## src/rtl/if_pkg.sv

```systemverilog
// Shared types and constants for the instruction fetch unit.
package if_pkg;

  localparam int               XLEN        = 32;
  localparam logic [XLEN-1:0]  BUBBLE_INST = 32'h0000_0000;
  localparam logic [XLEN-1:0]  PC_STEP     = 32'd4;

  typedef struct packed {
    logic [XLEN-1:0] pc;
    logic [XLEN-1:0] inst;
  } if_entry_t;

endpackage

```

## src/rtl/if_fifo.sv

```systemverilog
// In-order prefetch queue of {pc, inst} entries; flush beats push and pop.
module if_fifo
  import if_pkg::*;
#(
  parameter int DEPTH = 4,
  parameter int CW    = $clog2(DEPTH + 1)
) (
  input  logic          clk,
  input  logic          rst,
  input  logic          push,
  input  if_entry_t     push_data,
  input  logic          pop,
  input  logic          flush,
  output if_entry_t     head,
  output logic [CW-1:0] count
);

  localparam int            PW     = $clog2(DEPTH);
  localparam logic [PW-1:0] P_ONE  = PW'(1);
  localparam logic [CW-1:0] C_ONE  = CW'(1);

  if_entry_t     mem_q [DEPTH];
  logic [PW-1:0] rd_q, rd_d;
  logic [PW-1:0] wr_q, wr_d;
  logic [CW-1:0] count_q, count_d;

  always_comb begin
    rd_d    = rd_q;
    wr_d    = wr_q;
    count_d = count_q;
    if (flush) begin
      rd_d    = '0;
      wr_d    = '0;
      count_d = '0;
    end else begin
      if (push) wr_d = wr_q + P_ONE;
      if (pop)  rd_d = rd_q + P_ONE;
      if (push && !pop)      count_d = count_q + C_ONE;
      else if (!push && pop) count_d = count_q - C_ONE;
    end
  end

  always_ff @(posedge clk) begin
    if (rst) begin
      rd_q    <= '0;
      wr_q    <= '0;
      count_q <= '0;
    end else begin
      rd_q    <= rd_d;
      wr_q    <= wr_d;
      count_q <= count_d;
    end
  end

  // Storage needs no reset: entries are only visible while count_q covers them.
  always_ff @(posedge clk) begin
    if (push && !flush) mem_q[wr_q] <= push_data;
  end

  assign head  = mem_q[rd_q];
  assign count = count_q;

endmodule

```

## src/rtl/if_fetch.sv

```systemverilog
// Instruction fetch: credit-limited requests to imem, in-order prefetch queue,
// redirect flush with discard of in-flight responses, one instruction per cycle to decode.
module if_fetch
  import if_pkg::*;
#(
  parameter logic [XLEN-1:0] RESET_PC = 32'h0000_0000,
  parameter int              DEPTH    = 4
) (
  input  logic            clk,
  input  logic            rst,
  output logic            imem_req,
  output logic [XLEN-1:0] imem_addr,
  input  logic            imem_gnt,
  input  logic            imem_rvalid,
  input  logic [XLEN-1:0] imem_rdata,
  input  logic            redirect,
  input  logic [XLEN-1:0] redirect_pc,
  input  logic            id_stall,
  output logic [XLEN-1:0] inst,
  output logic [XLEN-1:0] inst_pc,
  output logic            inst_valid
);

  localparam int            CW      = $clog2(DEPTH + 1);
  localparam logic [CW:0]   DEPTH_W = DEPTH[CW:0];
  localparam logic [CW-1:0] C_ONE   = CW'(1);

  logic [XLEN-1:0] fetch_pc_q, fetch_pc_d;
  logic [XLEN-1:0] resp_pc_q, resp_pc_d;
  logic [XLEN-1:0] last_pc_q, last_pc_d;
  logic [CW-1:0]   outst_q, outst_d;
  logic [CW-1:0]   drop_q, drop_d;
  logic [CW-1:0]   count;
  logic            grant, rsp_ok, push, pop;
  logic [XLEN-1:0] target_pc;
  if_entry_t       head, push_data;
  logic            unused_rpc_lo;

  // Handshake: a request transfers on a cycle with imem_req && imem_gnt; each
  // transfer earns exactly one in-order imem_rvalid at least one cycle later.
  // Queue entries plus outstanding requests never exceed DEPTH, so no overflow.
  assign imem_req  = !rst && !redirect &&
                     (({1'b0, count} + {1'b0, outst_q}) < DEPTH_W);
  assign imem_addr = fetch_pc_q;
  assign grant     = imem_req && imem_gnt;
  assign rsp_ok    = imem_rvalid && (outst_q != '0);
  assign target_pc = {redirect_pc[XLEN-1:2], 2'b00};
  assign unused_rpc_lo = ^redirect_pc[1:0];
  assign push_data = '{pc: resp_pc_q, inst: imem_rdata};

  always_comb begin
    fetch_pc_d = fetch_pc_q;
    resp_pc_d  = resp_pc_q;
    last_pc_d  = last_pc_q;
    outst_d    = outst_q;
    drop_d     = drop_q;
    push       = 1'b0;
    pop        = 1'b0;
    case ({grant, rsp_ok})
      2'b10:   outst_d = outst_q + C_ONE;
      2'b01:   outst_d = outst_q - C_ONE;
      default: outst_d = outst_q;
    endcase
    if (inst_valid) last_pc_d = head.pc;
    if (redirect) begin
      // Everything already requested belongs to the old path and must be discarded.
      fetch_pc_d = target_pc;
      resp_pc_d  = target_pc;
      drop_d     = rsp_ok ? (outst_q - C_ONE) : outst_q;
    end else begin
      if (grant) fetch_pc_d = fetch_pc_q + PC_STEP;
      if (rsp_ok) begin
        if (drop_q != '0) begin
          drop_d = drop_q - C_ONE;
        end else begin
          push      = 1'b1;
          resp_pc_d = resp_pc_q + PC_STEP;
        end
      end
      pop = inst_valid && !id_stall;
    end
  end

  always_ff @(posedge clk) begin
    if (rst) begin
      fetch_pc_q <= RESET_PC;
      resp_pc_q  <= RESET_PC;
      last_pc_q  <= RESET_PC;
      outst_q    <= '0;
      drop_q     <= '0;
    end else begin
      fetch_pc_q <= fetch_pc_d;
      resp_pc_q  <= resp_pc_d;
      last_pc_q  <= last_pc_d;
      outst_q    <= outst_d;
      drop_q     <= drop_d;
    end
  end

  if_fifo #(.DEPTH(DEPTH), .CW(CW)) u_fifo (
    .clk       (clk),
    .rst       (rst),
    .push      (push),
    .push_data (push_data),
    .pop       (pop),
    .flush     (redirect),
    .head      (head),
    .count     (count)
  );

  assign inst_valid = (count != '0);
  assign inst       = inst_valid ? head.inst : BUBBLE_INST;
  assign inst_pc    = inst_valid ? head.pc : last_pc_q;

endmodule

```

## config.mk

```make
export PLATFORM = sky130hd
export DESIGN_NAME = if_fetch
export DESIGN_NICKNAME = d
export VERILOG_FILES = /design/src/rtl/if_pkg.sv /design/src/rtl/if_fifo.sv /design/src/rtl/if_fetch.sv
export SDC_FILE = /design/constraint.sdc
export NUM_CORES = 1
export LEC_CHECK = 0
export BUFFER_PORTS_ARGS = -buffer_cell sky130_fd_sc_hd__buf_4
export CORE_MARGIN = 4
export CORE_UTILIZATION = 52
export DETAILED_ROUTE_END_ITERATION = 10
export HOLD_SLACK_MARGIN = 0.03
export PLACE_DENSITY = 0.72
export RECOVER_POWER = 25
export SLEW_MARGIN = 15
export SYNTH_ARGS = -nofsm -noshare
export SYNTH_HDL_FRONTEND = slang
export SYNTH_HIERARCHICAL = 1
export SYNTH_SLANG_ARGS = --single-unit
```

## constraint.sdc

```tcl
create_clock -name clk -period 4 [get_ports clk]
set_clock_uncertainty 0.05 [all_clocks]
set_input_delay 0.4 -clock clk [delete_from_list [all_inputs] [get_ports clk]]
set_output_delay 0.4 -clock clk [all_outputs]
set_load 0.05 [all_outputs]
```

==> metrics.md <==
| Metric | Value |
|---|---|
| Outcome | `completed` |
| Critical Path, Cell by Cell | `buf_4, mux4_2, and2_1, buf_4` |
| Clock period minus worst slack | `3.13 ns` |
| Critical Path Most Common Cell | `buf_4` |
| Syn Std Cell Area | `0.0151 sq mm` |
| Comb power frac | `0.166` |
| Category of the worst setup path launch point | `flop` |
| Delay-heaviest family, CP | `flip-flops` |
| Most frequent cells in the layout | `edfxtp_1 (256), buf_4 (154), dfxtp_1 (105)` |
| CORE AREA | `0.0286 sq mm` |
| Worst slack, placed | `1.05 ns` |
| First-pass GRT wire length | `47.6 mm` |
| Clk_lat worst skew | `0.51 ns` |
| Height of the die | `178 microns` |
| Switching share of power | `0.267` |
| Synth Instances | `1,015` |
| Final worst slack | `0.872 ns` |
| Critical Path End Type | `output pin` |
| Critical-path top delay cell | `dfxtp_4` |
| Largest net degree at the start of global routing | `99` |
| Slew headroom | `0.265` |
| Util after Layout | `0.631` |
| Clock power share | `0.360` |
| Synthesized area per cell | `14.8 sq um` |
| Psw | `2.42 mW` |
| Post-CTS setup buffer count | `0` |
| Crit path to | `inst[22]` |
| Seq pwr share | `0.474` |
| R2r setup slk | `1.11 ns` |
| Reg2Reg Capture Point | `u_fifo/mem_q[2][5]` |
| Commonest non-fill, non-tap cell in the layout | `edfxtp_1` |
| TritonCTS clock tree | `built` |
| Clock sink total | `363` |
| Routed Wire Length | `30.2 mm` |
| Die Area | `0.0317 sq mm` |
| CTS clk-pin slew, worst paths | `0.06 ns` |
| DR vias/cell | `5.61` |
| Initial antenna violation count | `0` |
| Post-route ant nets | `0` |
| DRC violations left | `0` |
| Count of maximum capacitance violations | `0` |
| Synth async-reset ratio | `0` |
| Max-slew violation count | `0` |
| First-iteration detailed-routing DRC count | `654` |
| Hold Vio Cnt, Final | `0` |
| Req. time, crit path | `3.55 ns` |
| Yosys cell types | `62` |
| Share of layout cells above drive strength 1 | `0.262` |
| Data arrival, critical path | `2.68 ns` |
| Layout Cells excl Fill | `1,624` |
| Fmax | `320 MHz` |
| Clk root buf | `clkbuf_16` |
| Dpl hpwl | `18.8 mm` |
| Synth Flop Type | `edfxtp_1` |
| Layout area overhead | `19.9%` |
| Worst R2R Path Depth | `8` |
| Global-route usage over all layers | `0.190` |
| Crit Path Max Fanout | `37` |
| Number of synthesized flops with an enable pin | `256` |
| Via count | `9,114` |
| Max clock buf depth | `3` |
| WS Path Type | `flop to output pin` |
| Critical Path Stages | `4` |
| Worst path bufs/invs | `2` |
| PwrDens | `501 mW/mm^2` |
| Inserted Diodes | `0` |
| Gpl congestion | `0.870` |
| Reg2reg start | `outst_q[0]` |
| Seq cells post-synth | `363` |
| Setup tns final | `0 ns` |
| Cells after DPL | `1,525` |
| Post_cts resized | `0` |
| Fin crit share | `0.782` |
| Initial core utilization | `0.526` |
| Routed len/inst | `18.6 microns` |
| Cts bufs inserted | `38` |
| VDD IR-drop max | `0.000303 V` |
| Fin nets | `1,297` |
| Int Power | `6.63 mW` |
| First-pass DRT Iterations | `5` |
| RSZ-0062 raised after global routing | `false` |
| Hold_buf cts | `30` |
| Tot Pwr | `9.05 mW` |
| # port buffers | `163` |
| Leak | `6.25 nW` |
| Post-synthesis sequential area ratio | `0.653` |
| Core Rows | `62` |
| Hold Path Class | `input pin to flop` |
| Vias in the first global route | `8,949` |
| Setup violators final | `0` |
| Slew @ Worst Pin | `1.10 ns` |
| Synth Warn # | `6` |
| Top Ports | `168` |
| CP max stage delay | `0.83 ns` |
| Global route overflow | `0` |
| Die X-Extent | `178 microns` |
| H-tree Lvls | `2` |
==> registers in the layout, summed over array words and instances, names as in the netlist, named ones only <==
register / cells
outst_q: 3
drop_q: 3
imem_addr: 30
last_pc_q: 32
u_fifo/wr_q: 2
u_fifo/mem_q: 256
resp_pc_q: 30
u_fifo/count: 3
u_fifo/rd_q: 2
==> power by group through the flow <==
| stage | sequential, mW | combinational [mW] | clock (mW) |
|---|---|---|---|
| after detailed placement | 4.36 | 1.49 | 0 |
| after global routing | 4.30 | 1.61 | 3.51 |
| after CTS | 4.29 | 1.52 | 3.34 |
| after global placement | 4.36 | 1.48 | 0 |
| after floorplan | 4.39 | 1.02 | 0 |
| final | 4.29 | 1.50 | 3.26 |
==> layer usage <==
metal | track usage | part of all wire
met1 | 0.275 | 0.45
met2 | 0.300 | 0.47
met3 | 0.0405 | 0.072
met4 | 0.0425 | 0.014
met5 | 0 | 0
==> how the worst min path moves through the flow <==
| stage | slack [ns] | from | cells after the start | end |
|---|---|---|---|---|
| 6_report | 0.1 | redirect_pc[31] | 3 | imem_addr[31] |
| 3_3_place_gp | 0.44 | imem_addr[13] | 2 | imem_addr[13] |
| 3_5_place_dp | 0.43 | imem_addr[13] | 2 | imem_addr[13] |
| 4_1_cts | 0.03 | imem_rdata[2] | 1 | u_fifo/mem_q[3][2] |
| 5_1_grt | 0.09 | redirect_pc[26] | 3 | imem_addr[26] |
| 2_1_floorplan | 0.42 | u_fifo/count[2] | 2 | u_fifo/count[2] |
==> layout make-up <==
type / instances / area, sq um
multi-input combinational: 578 / 4830
timing repair buffer: 209 / 1660
sequential: 363 / 9830
tap: 384 / 480
fill: 2134 / 10600
clock inverter: 26 / 169
inverter: 21 / 78.8
clock buffer: 43 / 991
==> cell families after synthesis <==
group,Yosys count,share of synthesized area
flip-flops,363,0.653
AND/OR/NAND/NOR,289,0.103
AO/OA/AOI/OAI,122,0.0523
multiplexers,110,0.131
buffers and inverters,83,0.0292
XOR/XNOR,31,0.0180
adder cells (fa/ha/maj),16,0.0138
other,1,0.000249
==> worst min-delay path: stages <==
cell,delay (ns)
buf_4,0.10
nand2_1,0.04
o311ai_0,0.07
==> metrics by stage <==
step / area, sq um / hold slack, ns
floorplan: 15100 / 0.425
global placement: 16700 / 0.435
detailed placement: 16700 / 0.434
CTS: 18100 / 0.0301
global route: 18000 / 0.0865
finish: 18000 / 0.0985
==> synthesized netlist by cell type (3+ instances only) <==
cell type  number  area, sq um
o21ai_0        24          120
clkbuf_1       44          165
a41oi_1         3         26.3
nand2_1        56          210
nand3_1        26          130
a311oi_1        4         35.0
a211oi_1       19          143
mux2i_1         6         60.1
a31oi_1        14         87.6
nand4_1        18          113
nor2b_1        34          213
nor2_1         47          176
a32oi_1         3         26.3
or3_1           7         43.8
and2_1         45          282
o31a_1          6         52.6
buf_2           6         30.0
and4_1          6         52.6
o21bai_1        3         22.5
nor4_1         20          125
xnor2_1        25          219
dfxtp_1       107         2140
edfxtp_1      256         7690
xor2_1          6         52.6
nor3_1         13         65.1
and3_1          5         31.3
a21oi_1        33          165
ha_1           15          188
inv_1          19         71.3
mux4_2         60         1350
mux2_2         40          450
buf_12          6          120
mux4_1          4          105
No activity file was read; power rests on OpenSTA's default activity.
